## src/rtl/mem_read_unit_if.sv

```systemverilog
// Memory read port between the MEM-stage read unit (master) and the data memory (slave).
// Request/ack issue phase followed by a separate read-valid return phase.
interface mem_read_unit_if #(
    parameter int ADDR_W = 16,
    parameter int DATA_W = 16
);
    logic              mem_req;
    logic [ADDR_W-1:0] mem_addr;
    logic              mem_ack;
    logic              mem_rvalid;
    logic [DATA_W-1:0] mem_rdata;

    modport master (
        output mem_req,
        output mem_addr,
        input  mem_ack,
        input  mem_rvalid,
        input  mem_rdata
    );

    modport slave (
        input  mem_req,
        input  mem_addr,
        output mem_ack,
        output mem_rvalid,
        output mem_rdata
    );
endinterface

```

## src/rtl/mem_read_unit.sv

```systemverilog
// MEM-stage load unit: issues one load to a variable-latency memory, stalls the
// pipeline until data (or a timeout) returns, then pulses the result for one cycle.
module mem_read_unit #(
    parameter int ADDR_W  = 16,
    parameter int DATA_W  = 16,
    parameter int TIMEOUT = 64
) (
    input  logic              clk,
    input  logic              rst,
    input  logic              req_valid,
    input  logic [ADDR_W-1:0] req_addr,
    input  logic              flush,
    output logic              stall,
    output logic              rd_valid,
    output logic [DATA_W-1:0] rd_data,
    output logic              rd_err,
    mem_read_unit_if.master   mem
);

    localparam int CNT_W = $clog2(TIMEOUT);

    typedef enum logic [2:0] {
        S_IDLE,
        S_REQ,
        S_WAIT,
        S_DRAIN,
        S_RESP
    } state_e;

    state_e             r_state;
    state_e             w_next_state;
    logic [CNT_W-1:0]   r_count;
    logic [ADDR_W-1:0]  r_mem_addr;
    logic [DATA_W-1:0]  r_rd_data;
    logic               r_rd_err;
    logic               w_timeout;
    logic               w_stall;
    logic               w_mem_req;
    logic               w_rd_valid;

    assign w_timeout = (r_count == CNT_W'(TIMEOUT - 1));

    // NOTE: sequential state uses non-blocking (<=) so every flop samples pre-edge values.
    always_ff @(posedge clk or negedge rst) begin
        if (!rst) begin
            r_state <= S_IDLE;
        end else begin
            r_state <= w_next_state;
        end
    end

    // NOTE: default assignment first so no path through the case leaves a latch.
    always_comb begin
        w_next_state = r_state;
        case (r_state)
            S_IDLE: begin
                if (req_valid && !flush) w_next_state = S_REQ;
            end
            S_REQ: begin
                if (flush) begin
                    w_next_state = (mem.mem_ack && !mem.mem_rvalid) ? S_DRAIN : S_IDLE;
                end else if (mem.mem_ack) begin
                    w_next_state = mem.mem_rvalid ? S_RESP : S_WAIT;
                end
            end
            S_WAIT: begin
                if (flush) begin
                    w_next_state = mem.mem_rvalid ? S_IDLE : S_DRAIN;
                end else if (mem.mem_rvalid || w_timeout) begin
                    w_next_state = S_RESP;
                end
            end
            // An acked read that was flushed still returns data; swallow it here.
            S_DRAIN: begin
                if (mem.mem_rvalid) w_next_state = S_IDLE;
            end
            S_RESP:  w_next_state = S_IDLE;
            default: w_next_state = S_IDLE;
        endcase
    end

    always_comb begin
        w_stall    = 1'b0;
        w_mem_req  = 1'b0;
        w_rd_valid = 1'b0;
        case (r_state)
            S_IDLE:  w_stall    = req_valid && !flush;
            S_REQ:   begin
                w_stall   = 1'b1;
                w_mem_req = 1'b1;
            end
            S_WAIT:  w_stall    = 1'b1;
            S_DRAIN: w_stall    = 1'b1;
            S_RESP:  w_rd_valid = 1'b1;
            default: ;
        endcase
    end

    // Counter runs only while waiting, so it is zero on every entry to WAIT.
    always_ff @(posedge clk or negedge rst) begin
        if (!rst) begin
            r_count <= '0;
        end else if (r_state != S_WAIT) begin
            r_count <= '0;
        end else begin
            r_count <= r_count + CNT_W'(1);
        end
    end

    always_ff @(posedge clk or negedge rst) begin
        if (!rst) begin
            r_mem_addr <= '0;
            r_rd_data  <= '0;
            r_rd_err   <= 1'b0;
        end else begin
            if (r_state == S_IDLE && w_next_state == S_REQ) begin
                r_mem_addr <= req_addr;
            end
            // Entering RESP without rvalid can only mean the WAIT timeout fired.
            if (w_next_state == S_RESP) begin
                r_rd_data <= mem.mem_rvalid ? mem.mem_rdata : '0;
                r_rd_err  <= !mem.mem_rvalid;
            end
        end
    end

    assign stall        = w_stall;
    assign rd_valid     = w_rd_valid;
    assign rd_data      = r_rd_data;
    assign rd_err       = r_rd_err;
    assign mem.mem_req  = w_mem_req;
    assign mem.mem_addr = r_mem_addr;

endmodule

```

## src/flat_wrapper.sv

```systemverilog
// flat-port wrapper written by rule: the top's interface ports become plain ports
module mem_read_unit_flat 
#(
    parameter int ADDR_W  = 16,
    parameter int DATA_W  = 16,
    parameter int TIMEOUT = 64
)
  (clk, rst, req_valid, req_addr, flush, stall, rd_valid, rd_data, rd_err, mem_mem_req, mem_mem_addr, mem_mem_ack, mem_mem_rvalid, mem_mem_rdata);
  mem_read_unit_if #(.ADDR_W(ADDR_W), .DATA_W(DATA_W)) mem_i ();
  input  logic clk;
  input  logic rst;
  input  logic req_valid;
  input  logic [ADDR_W-1:0] req_addr;
  input  logic flush;
  output logic stall;
  output logic rd_valid;
  output logic [DATA_W-1:0] rd_data;
  output logic rd_err;
  output wire logic [$bits(mem_i.mem_req)-1:0] mem_mem_req;
  output wire logic [$bits(mem_i.mem_addr)-1:0] mem_mem_addr;
  input wire logic [$bits(mem_i.mem_ack)-1:0] mem_mem_ack;
  input wire logic [$bits(mem_i.mem_rvalid)-1:0] mem_mem_rvalid;
  input wire logic [$bits(mem_i.mem_rdata)-1:0] mem_mem_rdata;
  assign mem_mem_req = mem_i.mem_req;
  assign mem_mem_addr = mem_i.mem_addr;
  assign mem_i.mem_ack = mem_mem_ack;
  assign mem_i.mem_rvalid = mem_mem_rvalid;
  assign mem_i.mem_rdata = mem_mem_rdata;
  mem_read_unit #(.ADDR_W(ADDR_W), .DATA_W(DATA_W), .TIMEOUT(TIMEOUT)) u_core (.clk(clk), .rst(rst), .req_valid(req_valid), .req_addr(req_addr), .flush(flush), .stall(stall), .rd_valid(rd_valid), .rd_data(rd_data), .rd_err(rd_err), .mem(mem_i));
endmodule
```

## config.mk

```make
export PLATFORM = sky130hd
export DESIGN_NAME = mem_read_unit_flat
export DESIGN_NICKNAME = d
export VERILOG_FILES = /design/src/rtl/mem_read_unit_if.sv /design/src/rtl/mem_read_unit.sv /design/src/flat_wrapper.sv
export SDC_FILE = /design/constraint.sdc
export NUM_CORES = 1
export LEC_CHECK = 0
export ABC_AREA = 1
export CAP_MARGIN = 20
export CORE_AREA = 3 3 69 71
export CTS_CLUSTER_SIZE = 16
export DETAILED_ROUTE_END_ITERATION = 16
export DIE_AREA = 0 0 72 74
export PLACE_DENSITY_LB_ADDON = 0.05
export SYNTH_ARGS = -nofsm -noshare
export SYNTH_HDL_FRONTEND = slang
export SYNTH_SLANG_ARGS = --single-unit
```

## constraint.sdc

```tcl
create_clock -name clk -period 4.3 [get_ports clk]
set_clock_uncertainty 0.2 [all_clocks]
set_input_delay 1.29 -clock clk [delete_from_list [all_inputs] [get_ports clk]]
set_output_delay 1.29 -clock clk [all_outputs]
set_load 0.05 [all_outputs]
```

==> results.toml <==
[run_status]
status = "finished clean"

[clock_network]
numCtsBuffers = 5
cts_resized = 0
cts_root_buf = "clkbuf_8"
cts_tree = "yes"
cts_max_level = 2
clock_sinks = 42
clockBufferDepth = 2
path_clk_slew_ps = 70
insertion_delay_ps = 290
hold_buffers = 0
post_cts_buffers = 0

[global_route]
antenna_found_initial = 0
grt_pass1_wl_um = 7420
grt-ovfl-total = 0
grt_max_degree = 43
track_usage = 0.175
grt_pass1_vias = 1641

[synth]
syn_nets = 276
syn_inst = 237
synth_warnings = 0
synth_cell_types = 22
synth.cell_area_um2 = 1960
avgSynthCellArea_um2 = 8.28
seq_area_frac_synth = 0.536
ys_seq_elements = 42

[die]
ioPinCount = 74
placementRows = 24
die_x_um = 72
die_height_um = 74
die-area_um2 = 5330
start_util = 0.457
core_area_um2 = 4290

[cells_and_area]
syn_to_final_growth_pct = 42.9
final_cell_mix = "nand2_1, clkdlybuf4s50_1, dfrtp_1, inv_1, o21ai_0"
num_antenna_cells = 0
layout_commonest_cell = "nand2_1"
multi_input_area_um2 = 692
finish.instance_area_um2 = 2800
nets = 349
fillers = 368
register_area_um2 = 1050
drive_above_1_share = 0.0740

[worst_setup_path]
r2r-end = "u_core.rd_data[15]"
crit_path_max_fanout = 3
end_kind = "output pin"
cp-start-kind = "input port"
cp_data_required_time_ps = 2810
worstPathArrival_ps = 2290
worstRegToRegCells = 8
path_cells = "clkdlybuf4s50_1 > inv_1 > nand4_1 > nand3_1 > buf_12"
cp_slowest_stage_delay_ps = 520
path_class = "input port to output pin"
crit_slowest_cell = "clkdlybuf4s50_1"
r2r_start = "u_core.r_count[0]"
r2r_setup_slack_ps = 2440

[sta]
period_share = 0.879
max_freq_mhz = 264
final_hold_viol_count = 0
max_slew.worst_pin.slew_ps = 932
finalSetupViolCount = 0
fin_crit_ps = 3780
fin_setup_tns_ps = 0
rsz0062_at_grt = "false"
worst_slack_ps = 519
whs_ps = 271
slew_violations = 0
relSlewSlack = 0.378

[drt]
dr.first_iter.drc_count = 102
wl_per_cell_um = 11.7
drt-total-wl_um = 4260
dr_total_vias = 1663
dr.pass1.iters = 4
drc_errors = 0
viasPerCell = 4.58
final_antenna_net_count = 0

[run]
cap_violations = 0

[power]
worst_ir_drop_vdd_mv = 0.325
p_per_area_nw_per_um2 = 551
p_leak_nw = 1.45
total_power_mw = 1.55

[hold_path]
hold_depth = 2
hold_path_class = "flip-flop to flip-flop"
holdPathEnd = "u_core.rd_data[5]"
worstHoldStart = "u_core.rd_data[5]"

[place]
gp_congestion = 0.818
post-place-ws_ps = 520
dpl_cell_area_um2 = 2710
hpwl_um = 2990
port_buffers = 73
## worst max-delay path, delay by kind of cell
kind                   cells  cell delay [ps]
and+or+nand+nor            2              230
buffers and inverters      3              770
## layout make-up
| cell class | instances | area share |
|---|---|---|
| Clock buffer | 7 | 0.0308 |
| Multi-Input combinational cell | 145 | 0.247 |
| Tap cell | 52 | 0.0232 |
| Timing Repair Buffer | 75 | 0.268 |
| Clock inverter | 1 | 0.00178 |
| Sequential cell | 42 | 0.375 |
| Inverter | 41 | 0.0549 |
## report_power, final
group          leakage, nW  internal [mW]  switching (mW)
clock network       0.0482          0.130           0.131
registers            0.546          0.493          0.0547
logic                0.852          0.246           0.492
total                 1.45          0.868           0.678
## cells in the mapped netlist
master	n	area (µm²)
a21boi_4	1	18.8
a21oi_1	3	15.0
buf_2	4	20.0
buf_4	1	7.51
buf_6	3	33.8
clkbuf_1	1	3.75
dfrtp_1	42	1050
ha_1	1	12.5
inv_1	39	146
inv_2	2	7.51
nand2_1	73	274
nand2_2	2	12.5
nand2_4	1	11.3
nand3_1	21	105
nand3_2	2	20.0
nand3_4	1	17.5
nand4_1	3	18.8
nor2_1	10	37.5
nor2_2	1	6.26
nor2_4	2	22.5
nor3_1	2	10.0
o21ai_0	22	110
## per-stage QoR
| step | std cells | util |
|---|---|---|
| CTS | 363 | 0.653 |
| global placement | 355 | 0.632 |
| detailed placement | 355 | 0.632 |
| global route | 363 | 0.653 |
| finish | 363 | 0.653 |
| floorplan | 237 | - |
## kinds of logic (layout without fill, tap and decap cells)
logic type               Yosys count  after routing  synth area share
buffers and inverters             50            124             0.112
AO/OA/AOI/OAI                     26             26            0.0733
adder cells (fa/ha/maj)            1              1           0.00638
AND/OR/NAND/NOR                  118            118             0.273
flip-flops                        42             42             0.536
## flip-flops by register name, summed over array words and instances (netlist names)
register             count
u_core.mem.mem_addr     16
u_core.rd_data          16
u_core.r_count           6
u_core.r_state           3
u_core.rd_err            1
## worst max path at each step
stage           from     to  slack (ps)
2_1_floorplan  flush  stall         700
3_3_place_gp   flush  stall         520
3_5_place_dp   flush  stall         520
4_1_cts        flush  stall         520
5_1_grt        flush  stall         430
6_report       flush  stall         520
## layer usage
| layer | wire, µm | share of wire | vias to the layer above | GRT usage |
|---|---|---|---|---|
| li1 | - | - | 871 | - |
| met4 | 62 | 0.015 | 0 | 0.0543 |
| met2 | 2010 | 0.47 | 49 | 0.290 |
| met5 | 0 | 0 | - | 0 |
| met1 | 1890 | 0.44 | 736 | 0.223 |
| met3 | 289 | 0.068 | 7 | 0.0541 |
No activity file was read; power rests on OpenSTA's default activity.
